`config.mk`:
```
export PLATFORM = sky130hd
export DESIGN_NAME = stepper_ramp_ctrl
export DESIGN_NICKNAME = d
export VERILOG_FILES = /design/src/rtl/stepper_ramp_ctrl_pkg.sv /design/src/rtl/stepper_ramp_ctrl_timer.sv /design/src/rtl/stepper_ramp_ctrl.sv
export SDC_FILE = /design/constraint.sdc
export NUM_CORES = 1
export LEC_CHECK = 0
export BUFFER_PORTS_ARGS = -buffer_cell sky130_fd_sc_hd__buf_2
export CAP_MARGIN = 15
export CORE_AREA = 3 3 143 173
export CTS_CLUSTER_DIAMETER = 30
export CTS_CLUSTER_SIZE = 28
export DETAILED_ROUTE_END_ITERATION = 7
export DIE_AREA = 0 0 146 176
export HOLD_SLACK_MARGIN = 0.12
export PLACE_DENSITY = 0.65
export SLEW_MARGIN = 10
export SYNTH_ARGS = -nofsm -noshare
export SYNTH_HDL_FRONTEND = slang
export SYNTH_SLANG_ARGS = --single-unit
```
`constraint.sdc`:
```
create_clock -name clk -period 9.5 [get_ports clk]
set_input_delay 0.475 -clock clk [delete_from_list [all_inputs] [get_ports clk]]
set_output_delay 0.475 -clock clk [all_outputs]
set_load 0.05 [all_outputs]
```
`src/rtl/stepper_ramp_ctrl_pkg.sv`:
```
// Shared definitions for the stepper ramp controller.
// Holds the sequencer state type, default timing constants (50 MHz clock,
// A4988 at 1/16 microstep) and a small width helper.
package stepper_ramp_ctrl_pkg;

  typedef enum logic [2:0] {
    IDLE,
    SETUP,
    ACCEL,
    CRUISE,
    DECEL
  } state_t;

  localparam int unsigned DEF_STEP_W       = 24;
  localparam int unsigned DEF_PERIOD_W     = 16;
  localparam int unsigned DEF_START_PERIOD = 62500;  // 800 Hz
  localparam int unsigned DEF_MIN_PERIOD   = 15625;  // 3200 Hz, 60 RPM
  localparam int unsigned DEF_RAMP_DELTA   = 250;
  localparam int unsigned DEF_PULSE_W      = 100;    // 2 us STEP high time
  localparam int unsigned DEF_DIR_SETUP    = 10;

  // Width of a counter holding 0..n-1, never less than one bit.
  function automatic int unsigned cnt_width(input int unsigned n);
    return (n < 2) ? 1 : $clog2(n);
  endfunction

endpackage

```
`src/rtl/stepper_ramp_ctrl_timer.sv`:
```
// step_pulse_timer: per-step period counter for the stepper sequencer.
// Ports:
//   clk, rst    clock, synchronous active-high reset
//   run         sequencer is in a stepping state
//   halt        stop at this edge (final step end), no new step begins
//   period      length of the current step in clk cycles
//   step_out    registered STEP output, high for the first PULSE_W cycles
//   step_start  strobe: a step begins (step_out rises) at the next edge
//   step_end    strobe: the current step's last cycle
module step_pulse_timer #(
  parameter int unsigned PERIOD_W = 16,
  parameter int unsigned PULSE_W  = 100
) (
  input  logic                clk,
  input  logic                rst,
  input  logic                run,
  input  logic                halt,
  input  logic [PERIOD_W-1:0] period,
  output logic                step_out,
  output logic                step_start,
  output logic                step_end
);

  localparam logic [PERIOD_W-1:0] PULSE_V = PERIOD_W'(PULSE_W);

  logic [PERIOD_W-1:0] timer;
  logic                active;

  assign step_end   = run && active && (timer == period - 1'b1);
  assign step_start = run && !halt && (!active || step_end);

  always_ff @(posedge clk) begin
    if (rst || halt || !run) begin
      timer    <= '0;
      active   <= 1'b0;
      step_out <= 1'b0;
    end else if (step_start) begin
      // Next step picks up whatever period the sequencer loads on this edge.
      timer    <= '0;
      active   <= 1'b1;
      step_out <= 1'b1;
    end else begin
      timer    <= timer + 1'b1;
      step_out <= (timer + 1'b1) < PULSE_V;
    end
  end

endmodule

```
`src/rtl/stepper_ramp_ctrl.sv`:
```
// stepper_ramp_ctrl: trapezoidal-profile motion sequencer for an A4988.
// Ports:
//   clk, rst             clock, synchronous active-high reset
//   cmd_valid/cmd_ready  move command handshake
//   cmd_dir, cmd_steps   direction (1 = forward) and step count
//   abort                request a ramped stop
//   step_out, dir_out,   A4988 STEP / DIR / ENABLE (active low)
//   en_n_out
//   busy, done           move in progress / one-cycle completion pulse
//   pos                  signed absolute position in steps (wraps)
module stepper_ramp_ctrl
  import stepper_ramp_ctrl_pkg::*;
#(
  parameter int unsigned STEP_W       = DEF_STEP_W,
  parameter int unsigned PERIOD_W     = DEF_PERIOD_W,
  parameter int unsigned START_PERIOD = DEF_START_PERIOD,
  parameter int unsigned MIN_PERIOD   = DEF_MIN_PERIOD,
  parameter int unsigned RAMP_DELTA   = DEF_RAMP_DELTA,
  parameter int unsigned PULSE_W      = DEF_PULSE_W,
  parameter int unsigned DIR_SETUP    = DEF_DIR_SETUP
) (
  input  logic               clk,
  input  logic               rst,
  input  logic               cmd_valid,
  output logic               cmd_ready,
  input  logic               cmd_dir,
  input  logic [STEP_W-1:0]  cmd_steps,
  input  logic               abort,
  output logic               step_out,
  output logic               dir_out,
  output logic               en_n_out,
  output logic               busy,
  output logic               done,
  output logic signed [31:0] pos
);

  localparam int unsigned SETUP_W      = cnt_width(DIR_SETUP);
  localparam int unsigned SETUP_LAST_I = (DIR_SETUP > 0) ? DIR_SETUP - 1 : 0;
  localparam logic [SETUP_W-1:0] SETUP_LAST = SETUP_W'(SETUP_LAST_I);

  localparam logic [PERIOD_W-1:0] START_V = PERIOD_W'(START_PERIOD);
  localparam logic [PERIOD_W-1:0] MIN_V   = PERIOD_W'(MIN_PERIOD);
  localparam logic [PERIOD_W:0]   START_X = (PERIOD_W+1)'(START_PERIOD);
  localparam logic [PERIOD_W:0]   MIN_X   = (PERIOD_W+1)'(MIN_PERIOD);
  localparam logic [PERIOD_W:0]   DELTA_X = (PERIOD_W+1)'(RAMP_DELTA);

  state_t              state;
  logic [STEP_W-1:0]   remaining;
  logic [STEP_W-1:0]   accel_cnt;
  logic [PERIOD_W-1:0] period;
  logic [SETUP_W-1:0]  setup_cnt;
  logic                abort_lat;

  logic                run;
  logic                halt;
  logic                last_step;
  logic                abort_now;
  logic                step_start;
  logic                step_end;
  logic [STEP_W-1:0]   rem_dec;
  logic [STEP_W-1:0]   acc_inc;
  logic [STEP_W-1:0]   cap_ref;
  logic [STEP_W-1:0]   rem_next;
  logic [PERIOD_W:0]   per_ext;
  logic [PERIOD_W:0]   per_up_raw;
  logic [PERIOD_W-1:0] per_up;
  logic [PERIOD_W-1:0] per_dn;

  assign run       = state inside {ACCEL, CRUISE, DECEL};
  assign last_step = (remaining == STEP_W'(1));
  assign halt      = step_end && last_step;
  assign abort_now = abort_lat || abort;
  assign rem_dec   = remaining - 1'b1;
  assign acc_inc   = accel_cnt + 1'b1;

  always_comb begin
    // Ramp-down step count: ACCEL compares against the count including this step.
    cap_ref    = (state == ACCEL) ? acc_inc : accel_cnt;
    rem_next   = (abort_now && (rem_dec > cap_ref)) ? cap_ref : rem_dec;
    per_ext    = {1'b0, period};
    per_up_raw = per_ext + DELTA_X;
    per_up     = (per_up_raw >= START_X) ? START_V : per_up_raw[PERIOD_W-1:0];
    per_dn     = (per_ext <= MIN_X + DELTA_X) ? MIN_V : PERIOD_W'(per_ext - DELTA_X);
  end

  step_pulse_timer #(
    .PERIOD_W (PERIOD_W),
    .PULSE_W  (PULSE_W)
  ) u_timer (
    .clk        (clk),
    .rst        (rst),
    .run        (run),
    .halt       (halt),
    .period     (period),
    .step_out   (step_out),
    .step_start (step_start),
    .step_end   (step_end)
  );

  always_ff @(posedge clk) begin
    if (rst) begin
      state     <= IDLE;
      cmd_ready <= 1'b1;
      dir_out   <= 1'b0;
      en_n_out  <= 1'b1;
      busy      <= 1'b0;
      done      <= 1'b0;
      pos       <= '0;
      remaining <= '0;
      accel_cnt <= '0;
      period    <= START_V;
      setup_cnt <= '0;
      abort_lat <= 1'b0;
    end else begin
      done <= 1'b0;
      case (state)
        IDLE: begin
          abort_lat <= 1'b0;
          if (cmd_valid && cmd_ready) begin
            dir_out   <= cmd_dir;
            remaining <= cmd_steps;
            period    <= START_V;
            accel_cnt <= '0;
            setup_cnt <= '0;
            if (cmd_steps == '0) begin
              done <= 1'b1;
            end else begin
              state     <= SETUP;
              en_n_out  <= 1'b0;
              busy      <= 1'b1;
              cmd_ready <= 1'b0;
            end
          end
        end

        SETUP: begin
          if (abort) begin
            state     <= IDLE;
            done      <= 1'b1;
            busy      <= 1'b0;
            en_n_out  <= 1'b1;
            cmd_ready <= 1'b1;
          end else if (setup_cnt == SETUP_LAST) begin
            state <= ACCEL;
          end else begin
            setup_cnt <= setup_cnt + 1'b1;
          end
        end

        default: begin
          if (step_start) begin
            pos <= dir_out ? pos + 32'sd1 : pos - 32'sd1;
          end
          abort_lat <= (state == DECEL) ? 1'b0 : abort_now;
          if (step_end) begin
            abort_lat <= 1'b0;
            if (last_step) begin
              remaining <= '0;
              state     <= IDLE;
              done      <= 1'b1;
              busy      <= 1'b0;
              en_n_out  <= 1'b1;
              cmd_ready <= 1'b1;
            end else if (state == ACCEL) begin
              accel_cnt <= acc_inc;
              remaining <= rem_next;
              if (rem_next <= acc_inc) begin
                state <= DECEL;
              end else begin
                period <= per_dn;
                if (per_dn == MIN_V) state <= CRUISE;
              end
            end else if (state == CRUISE) begin
              remaining <= rem_next;
              if (rem_next <= accel_cnt) begin
                state  <= DECEL;
                period <= per_up;
              end
            end else begin
              remaining <= rem_dec;
              period    <= per_up;
            end
          end
        end
      endcase
    end
  end

endmodule

```
==> metrics.md, run 1 <==
| Metric | Value |
|---|---|
| Status | `finished, final reports clean` |
| Core area | `0.02313 mm²` |
| Element type at the critical path start | `flip-flop` |
| Post-CTS setup repair buffer count | `0` |
| Fin cells | `1855` |
| Peak VDD IR | `239.4 µV` |
| Synth Flop Type | `dfxtp_1` |
| Placed insts | `1823` |
| DR WL/cell | `17.35 µm` |
| Initial DRC count | `887` |
| I/O pins | `67` |
| Routability cong. | `0.9246` |
| Vias in the first global route | `10684` |
| Leak Pwr | `5.250 nW` |
| Sequential area share after synthesis | `21.78%` |
| Grt total ovfl | `0` |
| Crit share post-route | `81.71%` |
| Initial antenna violation count | `0` |
| Worst r2r src | `accel_cnt[1]$_SDFFE_PP0P_` |
| CTS Sinks | `126` |
| Share of cells above drive strength 1 | `8.571%` |
| Drt pass-1 iters | `7` |
| Fin nets | `1669` |
| PortBufs | `66` |
| Clock root cell | `clkbuf_16` |
| Final worst slack | `1.738 ns` |
| Sequential Area | `0.002522 mm²` |
| Yosys cell types | `74` |
| Pre-CTS worst setup slack | `1.888 ns` |
| Drt via density | `5.970` |
| Final setup skew | `0.01246 ns` |
| Slowest-stage cell, CP | `or2_2` |
| Post-Synthesis Mean Instance Area | `7.618 µm²` |
| CP delay by family, top | `simple AND/OR/NAND/NOR gates` |
| Final setup fails | `0` |
| Rel. slew slack | `19.71%` |
| PwrDens | `389.1 mW/mm²` |
| Critical path required time | `9.82 ns` |
| Total negative slack | `0 ns` |
| Clock-pin slew on the worst setup and hold paths | `0.06 ns` |
| Residual DRC count | `0` |
| Crit path top cell by count | `ha_1` |
| RSZ-0062 raised after global routing | `false` |
| Die X | `146 µm` |
| Synth warn | `0` |
| Final min period | `7.762 ns` |
| Routed Wire Length | `32.18 mm` |
| Synthesized cell area | `0.01158 mm²` |
| Number of antenna diodes | `0` |
| Post-synthesis net count | `1662` |
| EDFF count, synth | `0` |
| Clk_lat worst skew | `0.44 ns` |
| First-pass GRT wire length | `52.76 mm` |
| Most frequent cells in the layout | `136 x nand2_1, 126 x dfxtp_1, 120 x nor2_1` |
| DP HPWL | `23.81 mm` |
| Max FO, Critical Path | `25` |
| Design area | `0.01272 mm²` |
| Final Hold Fails | `0` |
| Die span in y | `176 µm` |
| FILL cells | `2231` |
| Max-Cap Viols | `0` |
| Reg2reg setup slack | `1.74 ns` |
| Crit path DAT | `8.08 ns` |
| Post-synth ARST share | `0%` |
| CTS Hold Bufs | `0` |
| CP bufs+invs | `1` |
| Critical path class | `reg2reg` |
| Max Freq | `128.8 MHz` |
| Min-Delay Endpoint | `dir_out$_SDFFE_PP0P_` |
| Commonest non-fill, non-tap cell in the layout | `nand2_1` |
| DIE AREA | `0.02570 mm²` |
| Setup crit end kind | `flip-flop` |
| DRT antenna net count | `0` |
| Largest net degree at the start of global routing | `86` |
| Min-Delay Path Class | `in2reg` |
| Total number of vias | `11075` |
| GRT Resource Usage Total | `24.55%` |
| Hold_sp | `cmd_dir` |
| Hold Path Depth | `3` |
| R2r endpoint | `period[12]$_SDFFE_PP1P_` |
| Synth-to-layout area growth | `9.865%` |
| Num CTS Buffers | `17` |
| Clock tree from TritonCTS | `done` |
| Max incr delay on CP | `0.67 ns` |
| Area occupied by multi-input gates | `0.008446 mm²` |
| Area after DPL | `0.01207 mm²` |
| Initial Utilization | `50.07%` |
| Post-Synthesis Cells | `1520` |
| H-tree lvl count | `4` |
| Worst-Margin Slew | `1.201 ns` |
| R2r worst-path depth | `25` |
| Slew Limit Fails | `0` |
| Core Rows | `61` |
| Post-CTS sizing | `0` |
| Flop and latch count out of synthesis | `126` |
| CTS Buffer Depth | `2` |
-- sequential cells by signal, indices dropped and copies added, names as in the netlist --
signal / count
remaining: 24
dir_out: 1
period: 16
u_timer.step_out: 1
en_n_out: 1
busy: 1
u_timer.active: 1
accel_cnt: 24
setup_cnt: 4
u_timer.timer: 16
done: 1
state: 3
abort_lat: 1
pos: 32
-- worst max path at each step --
| stage | startpoint | end | slack (ns) | cells past startpoint |
|---|---|---|---|---|
| after floorplan | accel_cnt[1]$_SDFFE_PP0P_ | period[2]$_SDFFE_PP1P_ | 2.26 | 28 |
| after global placement | accel_cnt[1]$_SDFFE_PP0P_ | period[12]$_SDFFE_PP1P_ | 2.12 | 25 |
| after detailed placement | remaining[8]$_SDFFE_PP0P_ | period[12]$_SDFFE_PP1P_ | 1.89 | 24 |
| after CTS | accel_cnt[2]$_SDFFE_PP0P_ | period[12]$_SDFFE_PP1P_ | 1.85 | 23 |
| after global routing | accel_cnt[0]$_SDFFE_PP0P_ | period[12]$_SDFFE_PP1P_ | 1.11 | 25 |
| final | accel_cnt[1]$_SDFFE_PP0P_ | period[12]$_SDFFE_PP1P_ | 1.74 | 25 |
-- through the flow --
stage	hold slack, ns	power, mW	utilization, %
floorplan	0.4436	3.400	-
global placement	0.4528	4.120	52.18
detailed placement	0.4630	4.167	52.18
CTS	0.2724	4.941	55.01
global route	0.2841	5.401	55.01
finish	0.2821	4.950	55.01
-- worst min-delay path: stages --
cell and delay, ns:
buf_2 0.09, nand2_1 0.05, a21oi_1 0.05
-- layout make-up --
type,count,area share [%]
sequential,126,19.83
inverter,71,2.095
tap,315,3.098
multi-input combinational,1231,66.38
timing repair buffer,80,3.442
clock buffer,19,3.482
clock inverter,13,1.672
-- synth_stat cells, drive strengths merged, types with 14 or more instances --
cell / n / area (µm²)
o21ai: 45 / 225.2
nand3: 74 / 370.4
nor4: 17 / 106.4
a211oi: 35 / 262.8
and3: 14 / 87.58
nand2: 136 / 510.5
inv: 71 / 266.5
xnor2: 111 / 972.2
dfxtp: 126 / 2522
nand4: 25 / 156.4
o211ai: 17 / 127.6
nor3: 49 / 245.2
mux2i: 52 / 520.5
a22oi: 30 / 225.2
xor2: 35 / 306.5
buf: 15 / 82.57
a21oi: 116 / 580.6
nor2: 120 / 450.4
nand2b: 29 / 181.4
ha: 112 / 1401
a21o: 42 / 315.3
clkbuf: 77 / 289.0
-- per-layer routing --
metal	track usage, %	part of all wire [%]
met2	43.16	49
met5	0	0
met3	3.158	4.1
met1	30.96	44
met4	8.784	2.6
-- cell families after synthesis --
family / share of synthesized area, %
simple gates: 23.11
compound gates: 21.78
buf+inv: 5.511
xor+xnor: 11.04
flops: 21.78
fa+ha+maj: 12.27
mux: 4.495
-- report_power, final --
part	internal [mW]	total (mW)	switching (mW)
sequential	0.622	0.738	0.116
combinational	1.42	3.47	2.04
clock	0.474	0.747	0.273
total	2.52	4.95	2.43
(Power assumes the default switching activity.)
==> run 2: changes to the inputs <==
PLACE_DENSITY = 0.68   (was 0.65)
clock period = 6.5 ns   (was 9.5 ns; I/O delays follow)
==> metrics.md, run 2 (synthesis results as in run 1) <==
| Metric | Value |
|---|---|
| DR WL/cell | `17.15 µm (-1.1%)` |
| Critical path class | `reg2reg` |
| Clk_lat worst skew | `0.43 ns (about the same)` |
| Crit path top cell by count | `buf_4` |
| Worst-Margin Slew | `1.203 ns (+0.002073 ns)` |
| Placed insts | `1946 (+6.7%)` |
| Routed Wire Length | `34.17 mm (+6.2%)` |
| Initial Utilization | `50.07% (unchanged)` |
| Failing checks | `negative setup slack` |
| Slew Limit Fails | `0 (unchanged)` |
| Routability cong. | `0.9324 (+0.84%)` |
| Final setup fails | `19 (+19)` |
| Regs by FF count | `pos x32, accel_cnt x24, remaining x24` |
| Critical path required time | `6.85 ns (-2.97 ns)` |
| CTS Hold Bufs | `0 (unchanged)` |
| Synth-to-layout area growth | `22.03%` |
| Crit path DAT | `7.05 ns (-1.03 ns)` |
| Max Freq | `149.2 MHz (+16%)` |
| First-pass GRT wire length | `55.27 mm (+4.8%)` |
| PwrDens | `619.0 mW/mm² (+59%)` |
| Largest Register | `pos` |
| Initial DRC count | `1045 (+18%)` |
| Total number of vias | `11793 (+6.5%)` |
| CTS Buffer Depth | `2 (unchanged)` |
| Clock root cell | `clkbuf_16` |
| Vias in the first global route | `11378 (+6.5%)` |
| Max FO, Critical Path | `7 (-72%)` |
| Final Hold Fails | `0 (unchanged)` |
| Initial antenna violation count | `0 (unchanged)` |
| CTS Sinks | `126 (unchanged)` |
| Drt via density | `5.920 (-0.84%)` |
| Number of antenna diodes | `0 (unchanged)` |
| Clock-pin slew on the worst setup and hold paths | `0.06 ns (about the same)` |
| Commonest non-fill, non-tap cell in the layout | `buf_4` |
| Status | `finished, violations left` |
| H-tree lvl count | `4 (unchanged)` |
| Fin nets | `1806 (+8.2%)` |
| Die span in y | `176 µm (unchanged)` |
| GRT Resource Usage Total | `25.69% (+1.1 points)` |
| Num CTS Buffers | `17 (unchanged)` |
| Most frequent cells in the layout | `144 x buf_4, 135 x nand2_1, 124 x dfxtp_1` |
| Total negative slack | `-2.141 ns (-2.141 ns)` |
| Area after DPL | `0.01308 mm² (+8.4%)` |
| Die X | `146 µm (unchanged)` |
| Peak VDD IR | `319.2 µV (+33%)` |
| Slowest-stage cell, CP | `or4_4` |
| Max incr delay on CP | `0.53 ns (-0.14 ns)` |
| Clock tree from TritonCTS | `done` |
| RSZ-0062 raised after global routing | `true` |
| Share of cells above drive strength 1 | `18.66% (+10 points)` |
| Core area | `0.02313 mm² (unchanged)` |
| Rel. slew slack | `19.18% (-0.53 points)` |
| Final worst slack | `-0.2039 ns (-1.942 ns)` |
| Residual DRC count | `0 (unchanged)` |
| Final setup skew | `0.01166 ns (-0.0007961 ns)` |
| Pre-CTS worst setup slack | `-0.3277 ns (-2.215 ns)` |
| DIE AREA | `0.02570 mm² (unchanged)` |
| Max-Cap Viols | `0 (unchanged)` |
| Element type at the critical path start | `flip-flop` |
| Leak Pwr | `5.958 nW (+13%)` |
| Final min period | `6.704 ns (-1.058 ns)` |
| Grt total ovfl | `0 (unchanged)` |
| Hold slack | `0.1407 ns (-0.1413 ns)` |
| Max FFs per register | `32 (unchanged)` |
| Min-Delay Path Class | `in2reg` |
| Design area | `0.01413 mm² (+11%)` |
| Drt pass-1 iters | `6 (-1)` |
| Setup crit end kind | `flip-flop` |
| DRT antenna net count | `0 (unchanged)` |
| Crit share post-route | `103.1% (+21 points)` |
| I/O pins | `67 (unchanged)` |
| PortBufs | `66 (unchanged)` |
| DP HPWL | `25.21 mm (+5.9%)` |
| Core Rows | `61 (unchanged)` |
| Fin cells | `1992 (+7.4%)` |
| Largest net degree at the start of global routing | `76 (-12%)` |
[run 2: changes by cell type in the layout (fill, tap and decap cells not counted), moves of 3 or more]
cell | previous run | this run
mux2i_4 | 0 | 5
nor3_2 | 1 | 5
nor4_1 | 17 | 14
ha_4 | 0 | 4
buf_4 | 15 | 144
or3_1 | 13 | 10
nor3_1 | 48 | 43
buf_12 | 0 | 3
mux2i_1 | 52 | 45
a21oi_1 | 115 | 109
a21oi_2 | 1 | 6
ha_1 | 112 | 108
or3_4 | 0 | 3
buf_6 | 0 | 4
[run 2: path summary, 6_finish.rpt]
| check | start | to | slack [ns] | depth (start not counted) |
|---|---|---|---|---|
| hold reg to reg | accel_cnt[23]$_SDFFE_PP0P_ | accel_cnt[23]$_SDFFE_PP0P_ | 0.47 | 2 |
| hold / removal | cmd_dir | dir_out$_SDFFE_PP0P_ | 0.14 | 3 |
| setup / recovery | remaining[9]$_SDFFE_PP0P_ | period[6]$_SDFFE_PP0P_ | -0.20 | 28 |
| setup reg to reg | remaining[9]$_SDFFE_PP0P_ | period[6]$_SDFFE_PP0P_ | -0.20 | 28 |
[run 2: where the power goes]
part	switching (mW)	internal, mW	total (mW)
Clock	0.387	0.638	1.03
Combinational	3.50	3.16	6.67
Sequential	0.145	0.909	1.05
[run 2: metal layers]
metal  vias up  global-route usage (%)  part of all wire (%)
met5         -                       0                     0
met4         0                   11.73                   4.0
met3        85                   3.825                   4.4
met2       361                   44.00                    48
met1      5545                   32.04                    44
li1       5802                       -                     -
[run 2: critical path, delay by kind of cell, from the launching register on]
kind	cells	cell delay [ns]
multiplexers	1	0.30
flip-flops	1	0.32
adder cells (fa/ha/maj)	2	0.51
AND/OR/NAND/NOR	11	3.33
XOR/XNOR	1	0.19
AO/OA/AOI/OAI	8	1.35
buffers and inverters	5	0.63
[run 2: repair_timing]
| item | 4_1_cts | 5_1_grt |
|---|---|---|
| setup endpoints to repair | 19 | 19 |
| buffers inserted | 9 | 6 |
| pin swaps | 11 | 31 |
| gates resized for setup | 10 | 44 |
[run 2: cell type report]
cell class / instances / area [µm²]
fillers: 2058 / 8995
clock inverters: 11 / 152.6
repair buffers: 217 / 1526
flip-flops and latches: 126 / 2525
clock buffers: 21 / 470.5
inverters: 71 / 266.5
well taps: 315 / 394.1
multi-input cells: 1231 / 8796
[run 2: metrics by stage]
step | utilization (%) | total power [mW]
5_1_grt | 61.10 | 9.474
6_report | 61.10 | 8.747
3_5_place_dp | 56.54 | 6.920
3_3_place_gp | 56.54 | 6.821
2_1_floorplan | - | 5.076
4_1_cts | 59.86 | 8.230
==> run 3: changes to the inputs <==
CORE_AREA = 3 3 135 163   (was 3 3 143 173)
DIE_AREA = 0 0 138 166   (was 0 0 146 176)
GPL_ROUTABILITY_DRIVEN = 0   (was not set)
PLACE_DENSITY = 0.75   (was 0.68)
==> metrics.md, run 3 (synthesis results as in run 1) <==
| Metric | Value |
|---|---|
| CP startpoint | `remaining[11]$_SDFFE_PP0P_` |
| PwrDens | `617.3 mW/mm² (-0.28%)` |
| Min-Delay Path Class | `in2reg` |
| GRT Resource Usage Total | `28.35% (+2.7 points)` |
| Core Rows | `57 (-6.6%)` |
| Commonest non-fill, non-tap cell in the layout | `nand2_1` |
| Initial antenna violation count | `0 (unchanged)` |
| DRT antenna net count | `0 (unchanged)` |
| Initial DRC count | `1074 (+2.8%)` |
| Routed Wire Length | `34.91 mm (+2.2%)` |
| Design area | `0.01389 mm² (-1.7%)` |
| Max-Cap Viols | `0 (unchanged)` |
| Clock-pin slew on the worst setup and hold paths | `0.06 ns (about the same)` |
| Num CTS Buffers | `17 (unchanged)` |
| Drt pass-1 iters | `8 (+2)` |
| Rel. slew slack | `16.32% (-2.9 points)` |
| Hold_sp | `cmd_dir` |
| Status | `finished, violations left` |
| CTS Sinks | `126 (unchanged)` |
| RSZ-0062 raised after global routing | `true` |
| I/O pins | `67 (unchanged)` |
| Clock root cell | `clkbuf_16` |
| Crit share post-route | `101.0% (-2.1 points)` |
| First-pass GRT wire length | `55.45 mm (+0.32%)` |
| Number of antenna diodes | `0 (unchanged)` |
| Drt via density | `6.285 (+6.2%)` |
| Largest net degree at the start of global routing | `62 (-18%)` |
| Crit path DAT | `6.86 ns (-0.19 ns)` |
| Max Freq | `152.3 MHz (+2.1%)` |
| Worst-Margin Slew | `1.252 ns (+0.04864 ns)` |
| Final Hold Fails | `0 (unchanged)` |
| Total number of vias | `12124 (+2.8%)` |
| DP HPWL | `24.52 mm (-2.7%)` |
| CTS Hold Bufs | `0 (unchanged)` |
| DIE AREA | `0.02291 mm² (-11%)` |
| Synth-to-layout area growth | `19.91%` |
| Share of cells above drive strength 1 | `17.67% (-1.0 points)` |
| Element type at the critical path start | `flip-flop` |
| Tot Pwr | `8.572 mW (-2.0%)` |
| Hold slack | `0.1471 ns (+0.006348 ns)` |
| Initial Utilization | `56.77% (+6.7 points)` |
| Final setup skew | `0.009903 ns (-0.001762 ns)` |
| Slew Limit Fails | `0 (unchanged)` |
| Grt total ovfl | `0 (unchanged)` |
| R2r worst-path depth | `27 (-3.6%)` |
| Critical path required time | `6.80 ns (-0.05 ns)` |
| Hold Path Depth | `3 (unchanged)` |
| Peak VDD IR | `364.5 µV (+14%)` |
| Final min period | `6.565 ns (-0.1392 ns)` |
| Final worst slack | `-0.06464 ns (+0.1392 ns)` |
| H-tree lvl count | `4 (unchanged)` |
| Die X | `138 µm (-5.5%)` |
| Clk_lat worst skew | `0.43 ns (about the same)` |
| Largest Register | `pos` |
| Die span in y | `166 µm (-5.7%)` |
| Vias in the first global route | `11427 (+0.43%)` |
| DR WL/cell | `18.10 µm (+5.5%)` |
| Residual DRC count | `1 (+1)` |
| Regs by FF count | `pos x32, accel_cnt x24, remaining x24` |
| Clock tree from TritonCTS | `done` |
| Max FO, Critical Path | `6 (-1)` |
| Leak Pwr | `5.872 nW (-1.4%)` |
| Area after DPL | `0.01290 mm² (-1.3%)` |
| Max FFs per register | `32 (unchanged)` |
| Worst r2r src | `remaining[11]$_SDFFE_PP0P_` |
| Critical path class | `reg2reg` |
| Setup crit end kind | `flip-flop` |
| Most frequent cells in the layout | `136 x nand2_1, 131 x buf_4, 125 x dfxtp_1` |
| Failing checks | `design-rule violations, negative setup slack` |
| Final setup fails | `11 (-8)` |
| CTS Buffer Depth | `2 (unchanged)` |
| PortBufs | `66 (unchanged)` |
| FILL cells | `1664 (-19%)` |
| Core area | `0.02040 mm² (-12%)` |
| Fin nets | `1794 (-0.66%)` |
## run 3: worst paths after layout
kind,end,slack [ns]
worst max-delay path,period[7]$_SDFFE_PP0P_,-0.06
worst min register to register,pos[21]$_SDFFE_PP0P_,0.47
worst max register to register,period[7]$_SDFFE_PP0P_,-0.06
worst min-delay path,dir_out$_SDFFE_PP0P_,0.15
## run 3: layout make-up
cell class	count	area [µm²]	share of cell area [%]
Clock buffer	20	446.7	3.217
Clock inverter	11	135.1	0.9732
Inverter	71	266.5	1.919
Multi-Input combinational cell	1233	8786	63.27
Sequential cell	126	2524	18.17
Tap cell	265	331.6	2.388
Timing Repair Buffer	203	1396	10.06
## run 3: what timing repair did
action,CTS,global route
pin swaps,2,20
endpoints found under the setup margin,19,19
gates resized for setup,4,45
cloned,1,1
buffers inserted,7,7
## run 3: routing by layer
layer / vias to the layer above / track usage [%] / part of all wire (%) / routed length, µm
met3: 131 / 4.666 / 6.3 / 2216
met5: - / 0 / 0 / 0
met2: 524 / 48.30 / 48 / 16730
li1: 5785 / - / - / -
met1: 5684 / 34.68 / 41 / 14220
met4: 0 / 13.79 / 5.0 / 1741
## run 3: metrics by stage
| step | util [%] | std cells | setup TNS, ns | setup slack (ns) |
|---|---|---|---|---|
| 2_1_floorplan | - | 1520 | 0 | 0.01570 |
| 3_3_place_gp | 63.24 | 1881 | -0.1765 | -0.06942 |
| 3_5_place_dp | 63.24 | 1881 | -2.802 | -0.2800 |
| 4_1_cts | 66.49 | 1920 | -0.03415 | -0.02190 |
| 5_1_grt | 68.08 | 1929 | -3.496 | -0.2498 |
| 6_report | 68.08 | 1929 | -0.4055 | -0.06464 |
## run 3: critical path, stage by stage (launching register included)
cell      delay, ns
dfxtp_2        0.32
or4_4          0.54
or3_4          0.37
nor3_4         0.13
nand4_1        0.23
nor4_2         0.36
xnor2_1        0.18
inv_1          0.07
ha_1           0.29
and4_4         0.26
nand3_4        0.08
or4_1          0.52
nand4_1        0.18
nor3_4         0.07
or2_4          0.31
buf_6          0.13
mux2i_2        0.15
ha_1           0.34
nand4_1        0.13
or3_4          0.43
a211o_1        0.24
o211ai_1       0.11
a21oi_2        0.10
or2_4          0.27
o221ai_4       0.27
buf_4          0.18
buf_6          0.09
o32ai_1        0.07
## run 3: report_power, final
part	internal (mW)	leakage [nW]	switching, mW
Combinational	2.99	4.57	3.55
Sequential	0.909	1.03	0.147
Clock	0.577	0.274	0.392
Total	4.48	5.87	4.09
